**config.mk**
```make
export PLATFORM = sky130hd
export DESIGN_NAME = fetch_unit_flat
export DESIGN_NICKNAME = d
export VERILOG_FILES = /design/src/rtl/fetch_unit_if.sv /design/src/rtl/fetch_unit.sv /design/src/flat_wrapper.sv
export SDC_FILE = /design/constraint.sdc
export NUM_CORES = 1
export LEC_CHECK = 0
export ABC_AREA = 1
export CAP_MARGIN = 0
export CORE_ASPECT_RATIO = 1.1
export CORE_UTILIZATION = 40
export CTS_CLUSTER_DIAMETER = 40
export DETAILED_ROUTE_END_ITERATION = 7
export HOLD_SLACK_MARGIN = 0.1
export PLACE_DENSITY = 0.68
export SYNTH_ARGS = -nofsm -noshare
export SYNTH_HDL_FRONTEND = slang
export SYNTH_SLANG_ARGS = --single-unit
export TNS_END_PERCENT = 5
```
**constraint.sdc**
```tcl
create_clock -name clk -period 5.5 [get_ports clk]
set_clock_uncertainty 0.05 [all_clocks]
set_input_delay 1.1 -clock clk [delete_from_list [all_inputs] [get_ports clk]]
set_output_delay 1.1 -clock clk [all_outputs]
set_load 0.01 [all_outputs]
```
**src/rtl/fetch_unit_if.sv**
```systemverilog
// Fetch-unit bundle: instruction-memory req/ack side, datapath valid/ready
// side, and the branch/jump controls fed back from decode.
interface fetch_unit_if #(
  parameter int ADDR_W = 8
);
  logic              imem_req;
  logic [ADDR_W-1:0] imem_addr;
  logic              imem_ack;
  logic [31:0]       imem_rdata;
  logic [31:0]       instr;
  logic              instr_valid;
  logic              instr_ready;
  logic              branch;
  logic              zero;
  logic              jump;
  logic [15:0]       imm;
  logic [25:0]       jaddr;
  logic [31:0]       pc;
  logic              fetch_err;

  modport master (
    output imem_req, imem_addr,
    input  imem_ack, imem_rdata,
    output instr, instr_valid, pc, fetch_err,
    input  instr_ready, branch, zero, jump, imm, jaddr
  );

  modport slave (
    input  imem_req, imem_addr,
    output imem_ack, imem_rdata,
    input  instr, instr_valid, pc, fetch_err,
    output instr_ready, branch, zero, jump, imm, jaddr
  );
endinterface

```
**src/rtl/fetch_unit.sv**
```systemverilog
// Instruction fetch stage: owns the PC, fetches over a req/ack memory
// port and hands words to the datapath with valid/ready.
module fetch_unit #(
  parameter logic [31:0] RESET_PC = 32'h0,
  parameter int          ADDR_W   = 8,
  parameter int          TIMEOUT  = 15
) (
  input logic           clk,
  input logic           reset,
  fetch_unit_if.master  bus
);

  localparam logic [31:0] PC0   = RESET_PC & ~32'h3;
  localparam int          CW    = $clog2(TIMEOUT + 2);
  localparam bit          TO_EN = (TIMEOUT != 0);
  localparam logic [CW-1:0] LAST = CW'(TIMEOUT - 1);

  typedef enum logic [1:0] {
    IDLE, WAIT, ISSUE, ERR
  } state_e;

  state_e            state_q, state_d;
  logic [31:0]       pc_q, pc_d;
  logic              req_q, req_d;
  logic [ADDR_W-1:0] addr_q, addr_d;
  logic [31:0]       instr_q, instr_d;
  logic              valid_q, valid_d;
  logic              err_q, err_d;
  logic [CW-1:0]     cnt_q, cnt_d;

  logic [31:0] p4;
  logic [31:0] boff;
  logic [31:0] next_pc;

  // Branch offset is in words; jump keeps the p4 region bits.
  assign p4   = pc_q + 32'd4;
  assign boff = {{14{bus.imm[15]}}, bus.imm, 2'b00};

  always_comb begin
    next_pc = p4;
    if (bus.jump)
      next_pc = {p4[31:28], bus.jaddr, 2'b00};
    else if (bus.branch && bus.zero)
      next_pc = p4 + boff;
  end

  always_comb begin
    state_d = state_q;
    pc_d    = pc_q;
    req_d   = req_q;
    addr_d  = addr_q;
    instr_d = instr_q;
    valid_d = valid_q;
    err_d   = err_q;
    cnt_d   = cnt_q;
    unique case (state_q)
      IDLE: begin
        state_d = WAIT;
        req_d   = 1'b1;
        addr_d  = pc_q[ADDR_W+1:2];
        cnt_d   = '0;
      end
      WAIT: begin
        if (bus.imem_ack) begin
          state_d = ISSUE;
          instr_d = bus.imem_rdata;
          valid_d = 1'b1;
          req_d   = 1'b0;
        end else if (TO_EN && cnt_q == LAST) begin
          state_d = ERR;
          err_d   = 1'b1;
          req_d   = 1'b0;
        end else begin
          cnt_d = cnt_q + 1'b1;
        end
      end
      ISSUE: begin
        if (bus.instr_ready) begin
          state_d = WAIT;
          pc_d    = next_pc;
          valid_d = 1'b0;
          req_d   = 1'b1;
          addr_d  = next_pc[ADDR_W+1:2];
          cnt_d   = '0;
        end
      end
      ERR: begin
        req_d   = 1'b0;
        valid_d = 1'b0;
        err_d   = 1'b1;
      end
      default: state_d = IDLE;
    endcase
  end

  always_ff @(posedge clk or negedge reset) begin
    if (!reset) begin
      state_q <= IDLE;
      pc_q    <= PC0;
      req_q   <= 1'b0;
      addr_q  <= PC0[ADDR_W+1:2];
      instr_q <= '0;
      valid_q <= 1'b0;
      err_q   <= 1'b0;
      cnt_q   <= '0;
    end else begin
      state_q <= state_d;
      pc_q    <= pc_d;
      req_q   <= req_d;
      addr_q  <= addr_d;
      instr_q <= instr_d;
      valid_q <= valid_d;
      err_q   <= err_d;
      cnt_q   <= cnt_d;
    end
  end

  assign bus.imem_req    = req_q;
  assign bus.imem_addr   = addr_q;
  assign bus.instr       = instr_q;
  assign bus.instr_valid = valid_q;
  assign bus.pc          = pc_q;
  assign bus.fetch_err   = err_q;

endmodule

```
**src/flat_wrapper.sv**
```systemverilog
// flat-port wrapper written by rule: the top's interface ports become plain ports
module fetch_unit_flat 
#(
  parameter logic [31:0] RESET_PC = 32'h0,
  parameter int          ADDR_W   = 8,
  parameter int          TIMEOUT  = 15
)
  (clk, reset, bus_imem_req, bus_imem_addr, bus_imem_ack, bus_imem_rdata, bus_instr, bus_instr_valid, bus_pc, bus_fetch_err, bus_instr_ready, bus_branch, bus_zero, bus_jump, bus_imm, bus_jaddr);
  fetch_unit_if #(.ADDR_W(ADDR_W)) bus_i ();
  input logic clk;
  input logic reset;
  output wire logic [$bits(bus_i.imem_req)-1:0] bus_imem_req;
  output wire logic [$bits(bus_i.imem_addr)-1:0] bus_imem_addr;
  input wire logic [$bits(bus_i.imem_ack)-1:0] bus_imem_ack;
  input wire logic [$bits(bus_i.imem_rdata)-1:0] bus_imem_rdata;
  output wire logic [$bits(bus_i.instr)-1:0] bus_instr;
  output wire logic [$bits(bus_i.instr_valid)-1:0] bus_instr_valid;
  output wire logic [$bits(bus_i.pc)-1:0] bus_pc;
  output wire logic [$bits(bus_i.fetch_err)-1:0] bus_fetch_err;
  input wire logic [$bits(bus_i.instr_ready)-1:0] bus_instr_ready;
  input wire logic [$bits(bus_i.branch)-1:0] bus_branch;
  input wire logic [$bits(bus_i.zero)-1:0] bus_zero;
  input wire logic [$bits(bus_i.jump)-1:0] bus_jump;
  input wire logic [$bits(bus_i.imm)-1:0] bus_imm;
  input wire logic [$bits(bus_i.jaddr)-1:0] bus_jaddr;
  assign bus_imem_req = bus_i.imem_req;
  assign bus_imem_addr = bus_i.imem_addr;
  assign bus_i.imem_ack = bus_imem_ack;
  assign bus_i.imem_rdata = bus_imem_rdata;
  assign bus_instr = bus_i.instr;
  assign bus_instr_valid = bus_i.instr_valid;
  assign bus_pc = bus_i.pc;
  assign bus_fetch_err = bus_i.fetch_err;
  assign bus_i.instr_ready = bus_instr_ready;
  assign bus_i.branch = bus_branch;
  assign bus_i.zero = bus_zero;
  assign bus_i.jump = bus_jump;
  assign bus_i.imm = bus_imm;
  assign bus_i.jaddr = bus_jaddr;
  fetch_unit #(.RESET_PC(RESET_PC), .ADDR_W(ADDR_W), .TIMEOUT(TIMEOUT)) u_core (.clk(clk), .reset(reset), .bus(bus_i));
endmodule
```
==> Word-level counts from Yosys, hierarchy flattened <==
Index checks and enable logic that the tools add are counted.
{ "totals": {"out_inout_bits": 75, "reg_bits": 82} }
{ "op_classes": {"n_mux": 22, "n_reduce_logical": 14, "n_eq_ne": 10, "addsub": 3} }
{ "ops": {"columns": ["cell", "n"], "rows": [
  ["two-way mux 32 bit", 2],
  ["adder 32 x 3 -> 32 bit, second input constant", 1],
  ["adder 32 bit", 1],
  ["case mux 8 bit (2 select lines)", 1],
  ["two-way mux 5 bit", 3],
  ["case mux 5 bit (3 select lines)", 1],
  ["AND reduction 3 bit", 3],
  ["two-way mux 8 bit", 1],
  ["inequality test 2 bit, second input constant", 4],
  ["AND reduction 2 bit", 4],
  ["two-way mux 1 bit", 7],
  ["two-way mux 2 bit", 3],
  ["case mux 2 bit (3 select lines)", 1],
  ["nonzero test 3 bit", 2],
  ["adder 5 x 1 -> 5 bit, second input constant", 1],
  ["== test 5 x 4 -> 1 bit, second input constant", 1],
  ["== test 2 bit, second input constant", 2],
  ["case mux 1 bit (4 select lines)", 1],
  ["AND reduction 4 bit", 1],
  ["nonzero test 2 bit", 2],
  ["inequality test 3 x 2 -> 1 bit, second input constant", 1],
  ["case mux 1 bit (3 select lines)", 1],
  ["== test 2 x 1 -> 1 bit, second input constant", 1],
  ["zero test 2 bit", 1],
  ["other kinds (3)", 3]
]} }

==> Longest topological paths before layout <==
Gate-level depths: netlist (run 1).
{ "logic_depth": {"ltp_word": 6, "mapped_depth": 24, "mapped_depth_nobuf": 24} }

==> Worst setup path before layout (run 1) <==
OpenSTA, ideal clock, no wires.
{ "synth_timing": {"kind": "input port to flip-flop", "start": "input port bus_imm[0]", "end": "register u_core.pc_q[14], in the netlist u_core.bus.pc[14]", "t_required_ps": 5334, "arrival_time_ps": 2581, "setup_time_ps": 116, "stages": 13, "n_path_buf": 0, "setup_slack_ps": 2753, "cell_sequence": "ha_1 > fa_1 > nand2_1 > nand3_1 > nand3_1 > nand2_1 > nand2_1 > nand2_1 > or2_1 > nand3_1 > nand3_1 > nand2_1 > nand2_1"} }
{ "synth_between": {"elab_chain_len": 3} }
{ "synth_rtl": {"columns": ["element", "line", "text"], "rows": [
  ["start, declared", "flat_wrapper.sv:24", "input wire logic [$bits(bus_i.imm)-1:0] bus_imm;"],
  ["adder 32 bit", "fetch_unit.sv:44", "next_pc = p4 + boff;"],
  ["two-way mux 32 bit", "fetch_unit.sv:43", "else if (bus.branch && bus.zero)"],
  ["two-way mux 32 bit", "fetch_unit.sv:41", "if (bus.jump)"],
  ["end signal, assigned", "fetch_unit.sv:108", "pc_q <= pc_d;"],
  ["end, declared", "fetch_unit.sv:23", "logic [31:0] pc_q, pc_d;"]
]} }
No other way between the ends.
A chain may end at the register's enable or synchronous reset.

==> Worst setup path in the final report (run 1) <==
{ "layout_timing": {"start": "input port bus_imm[15]", "end": "register u_core.pc_q[24], in the netlist u_core.bus.pc[24]"} }
The elaborated chain is that of the path after synthesis.

==> flow_summary.toml, run 1 <==
[placed_design]
post-dp-hpwl_um = 18230
gp_congestion = 0.9506
port_buffers = 153
placedCellCount = 1469

[synthesis]
synth_flop_cell = "dfrtp_1"
ys_ff_latch = 80
ys_warn_count = 0
ys_types = 45
async_flop_share_pct = 100.0
syn_inst = 1099
yosysSeqAreaShare_pct = 28.32
avgSynthCellArea_um2 = 6.432
netlist_area_mm2 = 0.007069
synth_edf_count = 0

[timing]
rsz0062_at_grt = "no"
slew_viol_final = 0
setup_tns_ns = 0
max_slew_margin_pct = 31.50
post-route-period-util_pct = 66.74
holdWs_ns = 0.4283
worst_slew_pin_slew_ns = 1.026
fmax_mhz = 272.4
setup_viol = 0
fin_crit_ns = 3.671
hold_violations = 0

[layout]
antenna_cells = 0
nets = 1367
nFillCells = 1738
syn_to_final_growth_pct = 29.49
fin_util_pct = 53.40
drive_gt1_share_pct = 7.994
final_cells = 1485

[power_and_ir_drop]
ir_drop_uv = 393.4
switching_share_pct = 47.86
leakagePower_nw = 4.714
power.switching_mw = 2.400
fin_total_pwr_mw = 5.014
clkPwrFrac_pct = 13.1
p_per_area_mw_per_mm2 = 547.7
p_int_mw = 2.614
power_frac_seq_pct = 22.9
combPwrFrac_pct = 64.0

[clock_tree]
clk_latency_ns = 0.33
holdBufCountCts = 0
cts_made_buffers = 9
cts_max_path_buffers = 2
clk_pin_slew_ns = 0.07
cts-root-buf = "clkbuf_16"
htreeDepth = 3
cts_sinks = 80
cts_setup_buffers = 0
cts-resized-gates = 0
cts_tree = "done"

[worst_setup_path]
startpoint = "bus_imm[15]"
cp-start-kind = "primary input"
arrival_ns = 3.84
r2r_setup_slack_ns = 2.02
r2r-start = "u_core.bus.pc[2]"
crit_path_max_fanout = 22
cp-end-kind = "flop"
critical_path_class = "primary input to flop"
critical_path_required_ns = 5.67

[floorplanning]
die_h_um = 141.4
rows = 50
die_area_mm2 = 0.01821
io-pin-count = 156
initial_utilization_pct = 41.24
coreArea_mm2 = 0.01714
die_w_um = 128.8

[global_routing]
grt_overflow_total = 0
grt_most_used_layer = "met2"
grt_pass1_wl_um = 35790
met1_usage_pct = 33.62
grt_usage_pct = 25.27
grt_use_met2_pct = 41.91
antenna_found_initial = 0
grt_max_degree = 51
met3_usage_pct = 4.563
grt_pass1_vias = 7003

[detailed_routing]
dr.pass1.iters = 6
wirelength_um = 22460
antenna_left = 0
post_drt_wl_per_cell_um = 15.12
drt_iter0_markers = 485
vias = 7398
viasPerCell = 4.982
drc_errors = 0

[job]
drv_cap = 0

[worst_hold_path]
hold_start = "u_core.bus.imem_addr[4]"
hold_path_class = "flop to flop"

[outcome]
status = "complete, no violations"
-- synthesized netlist by cell type (12+ instances only) --
| library cell | n | area [um^2] |
|---|---|---|
| dfrtp_1 | 80 | 2002 |
| nor2_1 | 89 | 334.1 |
| nand2_2 | 12 | 75.07 |
| inv_1 | 169 | 634.4 |
| nand2_1 | 393 | 1475 |
| ha_1 | 39 | 488.0 |
| mux2_2 | 32 | 360.4 |
| xor2_1 | 17 | 148.9 |
| nor3_1 | 14 | 70.07 |
| clkbuf_1 | 13 | 48.80 |
| o21ai_0 | 21 | 105.1 |
| a21oi_1 | 37 | 185.2 |
| nand3_1 | 79 | 395.4 |
-- per-stage QoR --
stage	instance area (um^2)	setup WS (ns)
2_1_floorplan	7073	2.753
3_3_place_gp	8833	1.467
6_report	9154	1.829
5_1_grt	9154	1.531
3_5_place_dp	8833	1.457
4_1_cts	9154	1.805
-- cells in the final DEF (no fill, tap or decap), types with 6 or more instances in the layout --
| cell | instances |
|---|---|
| clkdlybuf4s50_1 | 152 |
| a21boi_1 | 6 |
| dfrtp_1 | 80 |
| o21ai_0 | 21 |
| inv_1 | 169 |
| a21oi_1 | 37 |
| nand4_1 | 8 |
| nand2_2 | 12 |
| nand2_1 | 393 |
| buf_4 | 7 |
| nor2_2 | 9 |
| mux2_2 | 32 |
| nor2_1 | 89 |
| nor3_1 | 14 |
| nand3_1 | 79 |
| clkbuf_16 | 9 |
| o211ai_1 | 7 |
| ha_1 | 39 |
| o21ai_1 | 6 |
| nor2_4 | 7 |
| xor2_1 | 17 |
-- flip-flops by register name, summed over array words and instances (netlist names) --
signal and flops:
u_core.bus.imem_addr 8, u_core.bus.instr_valid 1, u_core.state_q 2, u_core.bus.pc 30, u_core.cnt_q 5, u_core.bus.imem_req 1
u_core.bus.instr 32, u_core.bus.fetch_err 1
-- layer usage --
layer	up-vias	part of all wire [%]
li1	3730	-
met1	3385	44
met2	249	47
met3	34	6.6
met4	0	2.3
met5	-	0
-- worst max-delay path, stage by stage --
cell and delay [ns]:
clkdlybuf4s50_1 0.90, ha_1 0.66, nand2_1 0.11, nor2_1 0.21, nand2_1 0.14, nor2_1 0.12
nand2_1 0.10, nand3_1 0.10, nand2_1 0.05, nand3_1 0.14, nand2_1 0.08, nand2_1 0.06
nand2_1 0.05
-- kinds of logic (layout without fill, tap and decap cells) --
| logic type | after synthesis | count (layout) | share of synthesized area (%) |
|---|---|---|---|
| AO/OA/AOI/OAI | 93 | 93 | 7.611 |
| XOR/XNOR | 19 | 19 | 2.460 |
| adder cells (fa/ha/maj) | 40 | 40 | 7.186 |
| buffers and inverters | 198 | 349 | 10.74 |
| flip-flops | 80 | 80 | 28.32 |
| multiplexers | 32 | 32 | 5.097 |
| other | 1 | 2 | 0.05305 |
| AND/OR/NAND/NOR | 636 | 636 | 38.53 |
-- layout make-up --
type                    count  area, um^2  area share [%]
inverters                 174       653.1           7.135
well taps                 234       292.8           3.198
clock inverters             6       91.34          0.9978
flip-flops and latches     80        2002           21.87
clock buffers              10       229.0           2.501
repair buffers            159        1574           17.20
multi-input cells         822        4312           47.10
-- path summary, 6_finish.rpt --
kind / cells after the start / to
setup reg to reg: 22 / u_core.bus.pc[24]
max in group asynchronous: 2 / u_core.bus.instr[23]
hold reg to reg: 2 / u_core.bus.imem_addr[4]
hold / removal: 2 / u_core.bus.imem_addr[4]
setup / recovery: 13 / u_core.bus.pc[24]
min in group asynchronous: 1 / u_core.bus.imem_addr[2]
-- power groups by stage --
| stage | Sequential [mW] | Clock [mW] | Combinational (mW) |
|---|---|---|---|
| after floorplan | 1.21 | 0 | 1.92 |
| after global placement | 1.15 | 0 | 3.15 |
| after detailed placement | 1.15 | 0 | 3.18 |
| after CTS | 1.15 | 0.663 | 3.20 |
| after global routing | 1.19 | 0.689 | 3.58 |
| final | 1.15 | 0.656 | 3.21 |
Note: power is estimated with default switching activity, not from simulation.
==> inputs of run 2 (changes only) <==
PLACE_DENSITY = 0.7   (was 0.68)
clock period = 3.2 ns   (was 5.5 ns; I/O delays follow)
==> run 2 against run 1 <==
Sequential share of layout area is 0.90 points lower; non-clock buffer count grew 35; clock power increased by 63%; utilization grew 2.5 points; combinational power increased by 88%; via count up 1.8%; final area is 4.8% higher; register-to-register slack got worse by 1.9 ns; first-iteration DRC count increased by 30%; sequential cell count did not move; count of clock-buffer cells in the layout decreased by 1.
==> flow_summary.toml, run 2 (same netlist as run 1, synthesis figures left out) <==
[floorplanning]
die_h_um = 141.4
die_area_mm2 = 0.01821
rows = 50
io-pin-count = 156
initial_utilization_pct = 41.24
die_w_um = 128.8
coreArea_mm2 = 0.01714

[placed_design]
port_buffers = 153
post-dp-hpwl_um = 18600
postPlaceCellArea_mm2 = 0.009056
gp_congestion = 0.9376
placedCellCount = 1497

[detailed_routing]
post_drt_wl_per_cell_um = 15.31
wirelength_um = 23280
viasPerCell = 4.955
antenna_left = 0
vias = 7532
drc_errors = 0
dr.pass1.iters = 5
drt_iter0_markers = 631

[timing]
fin_crit_ns = 3.097
slew_viol_final = 0
max_slew_margin_pct = 30.85
setup_viol = 0
fmax_mhz = 322.9
post-route-period-util_pct = 96.79
worst_slew_pin_slew_ns = 1.037
rsz0062_at_grt = "yes"
hold_violations = 0

[worst_hold_path]
hold_path_class = "primary input to asynchronous set/reset pin"

[layout]
final_cells = 1520
nets = 1402
syn_to_final_growth_pct = 35.65
drive_gt1_share_pct = 13.69
nFillCells = 1705
layout_common_cells = "nand2_1, inv_1, clkdlybuf4s50_1"
largest_reg_flops = 32
fin_util_pct = 55.94
final_area_mm2 = 0.009589
antenna_cells = 0
layout_commonest_cell = "nand2_1"

[clock_tree]
htreeDepth = 3
cts_max_path_buffers = 2
cts_made_buffers = 9
cts-root-buf = "clkbuf_16"
clk_latency_ns = 0.34
holdBufCountCts = 0
clk_pin_slew_ns = 0.07
cts_sinks = 80
cts_tree = "done"

[outcome]
status = "complete, no violations"

[global_routing]
grt_max_degree = 81
grt_overflow_total = 0
grt_usage_pct = 25.83
grt_pass1_vias = 7277
grt_pass1_wl_um = 36340
antenna_found_initial = 0

[worst_setup_path]
cp_common_cell = "nand2_1"
cp-end-kind = "flop"
crit_buf_inv = 2
crit_family = "simple AND/OR/NAND/NOR gates"
crit_path_cell_trace = "buf_4 -> nand3_2 -> inv_2 -> nand2_1 -> xor2_1 -> ha_1 -> nand2_1 -> nand2_1 -> a21oi_1 -> nand3_1 -> or2_2 -> nand3_1 -> nand2_1 -> o211ai_1 -> nand2_1"
crit_slowest_cell = "dfrtp_2"
crit_path_max_fanout = 5
slowest_delay_ns = 0.45
arrival_ns = 3.26
critical_path_class = "flop to flop"
cp-start-kind = "flop"
critical_path_required_ns = 3.37

[power_and_ir_drop]
p_int_mw = 4.705
switching_share_pct = 47.91
power_frac_seq_pct = 21.5
power.switching_mw = 4.327
leakagePower_nw = 4.893
combPwrFrac_pct = 66.7
p_per_area_mw_per_mm2 = 941.9
ir_drop_uv = 554.7
clkPwrFrac_pct = 11.8

[job]
drv_cap = 0
## run 2: power by group through the flow
stage	Clock (mW)	Combinational, mW	Sequential (mW)
CTS	1.08	5.82	1.91
detailed placement	0	5.78	1.92
global route	1.12	6.65	2.00
finish	1.07	6.03	1.94
floorplan	0	3.29	2.07
global placement	0	5.74	1.92
## run 2: worst paths after layout
check                                        startpoint                       to  slack [ns]  cells past startpoint
worst max-delay path                   u_core.bus.pc[3]        u_core.bus.pc[12]        0.10                     15
worst min-delay path                              reset  u_core.bus.imem_addr[2]        0.42                      1
worst max register to register         u_core.bus.pc[3]        u_core.bus.pc[12]        0.10                     15
worst min register to register  u_core.bus.imem_addr[2]  u_core.bus.imem_addr[2]        0.43                      2
max in group asynchronous                         reset        u_core.bus.pc[22]        1.93                      1
min in group clk                u_core.bus.imem_addr[2]  u_core.bus.imem_addr[2]        0.43                      2
## run 2: through the flow
stage	TNS (ns)	hold slack (ns)	total power, mW	setup WS (ns)
floorplan	0	0.2944	5.369	0.4558
global placement	-0.04799	0.4137	7.657	-0.04799
detailed placement	-0.1162	0.4219	7.695	-0.1033
CTS	0	0.4419	8.813	0.02957
global route	-0.01629	0.4511	9.772	-0.01629
finish	0	0.4190	9.032	0.1028
## run 2: layout make-up
type / count / area [um^2] / area share, %
clock buffer: 9 / 225.2 / 2.349
clock inverter: 7 / 80.08 / 0.8351
inverter: 174 / 653.1 / 6.811
multi-input combinational: 822 / 4478 / 46.70
sequential: 80 / 2011 / 20.97
tap: 234 / 292.8 / 3.053
timing repair buffer: 194 / 1849 / 19.28
## run 2: layer usage
layer | routed length (um) | vias to the layer above | GRT usage, %
li1 | - | 3782 | -
met3 | 1518 | 37 | 4.600
met1 | 10030 | 3453 | 32.44
met4 | 457 | 0 | 7.245
met2 | 11280 | 260 | 45.09
met5 | 0 | - | 0
## run 2: repair_timing
item / in CTS / in global routing
setup buffers: 0 / 7
gates resized for setup: 3 / 44
setup endpoints to repair: 2 / 18
pin swaps: 0 / 6
==> inputs of run 3 (changes only) <==
ABC_CLOCK_PERIOD_IN_PS = 3200   (was not set)
CORE_MARGIN = 3   (was not set)
TNS_END_PERCENT = not set   (was 5)
==> run 3 against run 2 <==
Largest power group unchanged; register-to-register slack improved by 0.08 ns; first-iteration DRC count rose by 7.1%; sequential power barely moved; highest routed layer unchanged.
==> flow_summary.toml, run 3 (same netlist as run 1, synthesis figures left out) <==
[outcome]
status = "complete, no violations"

[power_and_ir_drop]
power.switching_mw = 4.381
fin_total_pwr_mw = 9.124
power_frac_seq_pct = 20.9
p_int_mw = 4.743
ir_drop_uv = 524.8
clkPwrFrac_pct = 12.0
p_per_area_mw_per_mm2 = 948.4
leakagePower_nw = 4.909
switching_share_pct = 48.02
combPwrFrac_pct = 67.1

[clock_tree]
htreeDepth = 3
cts_max_path_buffers = 2
cts_sinks = 80
holdBufCountCts = 0
clk_pin_slew_ns = 0.07
cts-root-buf = "clkbuf_16"
cts_made_buffers = 9
clk_latency_ns = 0.34
cts_tree = "done"

[floorplanning]
rows = 50
die_w_um = 132.8
initial_utilization_pct = 41.09
die_h_um = 145.4
die_area_mm2 = 0.01931
coreArea_mm2 = 0.01720
io-pin-count = 156

[detailed_routing]
drc_errors = 0
vias = 7601
antenna_left = 0
post_drt_wl_per_cell_um = 15.47
wirelength_um = 23540
drt_iter0_markers = 676
dr.pass1.iters = 6
viasPerCell = 4.994

[layout]
syn_to_final_growth_pct = 36.09
final_cells = 1522
largest_reg_flops = 32
layout_common_cells = "nand2_1, inv_1, clkdlybuf4s50_1"
final_area_mm2 = 0.009620
nets = 1404
fin_util_pct = 55.92
antenna_cells = 0
nFillCells = 1649
drive_gt1_share_pct = 13.66
layout_commonest_cell = "nand2_1"
multiInputGateArea_mm2 = 0.004489
regArea_mm2 = 0.002011

[global_routing]
grt_pass1_wl_um = 37250
grt_usage_pct = 23.70
grt_use_met2_pct = 40.25
antenna_found_initial = 0
grt_most_used_layer = "met2"
grt_max_degree = 81
grt_overflow_total = 0
met1_usage_pct = 29.64
grt_pass1_vias = 7440
met3_usage_pct = 5.014

[timing]
worst_slew_pin_slew_ns = 1.051
worst_slack_ns = 0.1805
holdWs_ns = 0.4151
slew_viol_final = 0
setup_viol = 0
hold_violations = 0
post-route-period-util_pct = 94.36
fmax_mhz = 331.2
max_slew_margin_pct = 29.94
fin_crit_ns = 3.020
setup_tns_ns = 0

[placed_design]
gp_congestion = 1.001
post-dp-hpwl_um = 18890
postPlaceCellArea_mm2 = 0.009094
pre_cts_slack_ns = 0.07728
placedCellCount = 1502
port_buffers = 153

[worst_setup_path]
cp-end-kind = "flop"
critical_path_class = "flop to flop"
cp-start-kind = "flop"
crit_path_max_fanout = 4
arrival_ns = 3.20
critical_path_required_ns = 3.38

[worst_hold_path]
hold_path_class = "primary input to asynchronous set/reset pin"

[job]
drv_cap = 0
[run 3: timing repair]
item                                    CTS  global route
hold endpoints to repair                  0             0
endpoints found under the setup margin    0            21
gates resized for setup                   0            47
setup buffers                             0             4
[run 3: layout make-up]
cell class	count	area share, %
repair buffers	196	19.38
well taps	234	3.043
multi-input cells	822	46.66
clock inverters	7	0.8844
clock buffers	9	2.341
flip-flops and latches	80	20.90
inverters	174	6.789
[run 3: final timing paths]
path / from / endpoint / slack, ns / depth (start not counted)
hold reg to reg: u_core.bus.imem_addr[2] / u_core.bus.imem_addr[2] / 0.44 / 2
setup / recovery: u_core.bus.pc[5] / u_core.bus.pc[15] / 0.18 / 19
setup reg to reg: u_core.bus.pc[5] / u_core.bus.pc[15] / 0.18 / 19
max in group asynchronous: reset / u_core.bus.pc[20] / 1.92 / 1
min in group clk: u_core.bus.imem_addr[2] / u_core.bus.imem_addr[2] / 0.44 / 2
hold / removal: reset / u_core.bus.instr[16] / 0.42 / 1
[run 3: critical path: stages (launching register included)]
cell     delay, ns
dfrtp_1       0.35
nand2_1       0.18
nor2_1        0.20
nand2_1       0.13
nor2_2        0.17
buf_4         0.14
xor2_1        0.16
buf_4         0.16
ha_1          0.27
nand2_1       0.10
inv_1         0.05
nand2_1       0.06
nand2_1       0.08
a21oi_1       0.12
nand2_1       0.18
xor2_1        0.20
nand2_1       0.09
nand3_1       0.10
nand2_1       0.08
nand2_1       0.04
[run 3: power groups by stage]
| stage | Clock (mW) | Sequential [mW] | Combinational, mW |
|---|---|---|---|
| finish | 1.09 | 1.91 | 6.12 |
| global route | 1.16 | 1.97 | 6.79 |
| CTS | 1.11 | 1.90 | 5.88 |
| detailed placement | 0 | 1.91 | 5.85 |
| global placement | 0 | 1.90 | 5.79 |
| floorplan | 0 | 2.07 | 3.29 |
[run 3: per-layer routing]
layer	vias up	wire length, um
met5	-	0
met4	0	931
met3	51	1887
met2	302	11200
met1	3446	9525
li1	3802	-
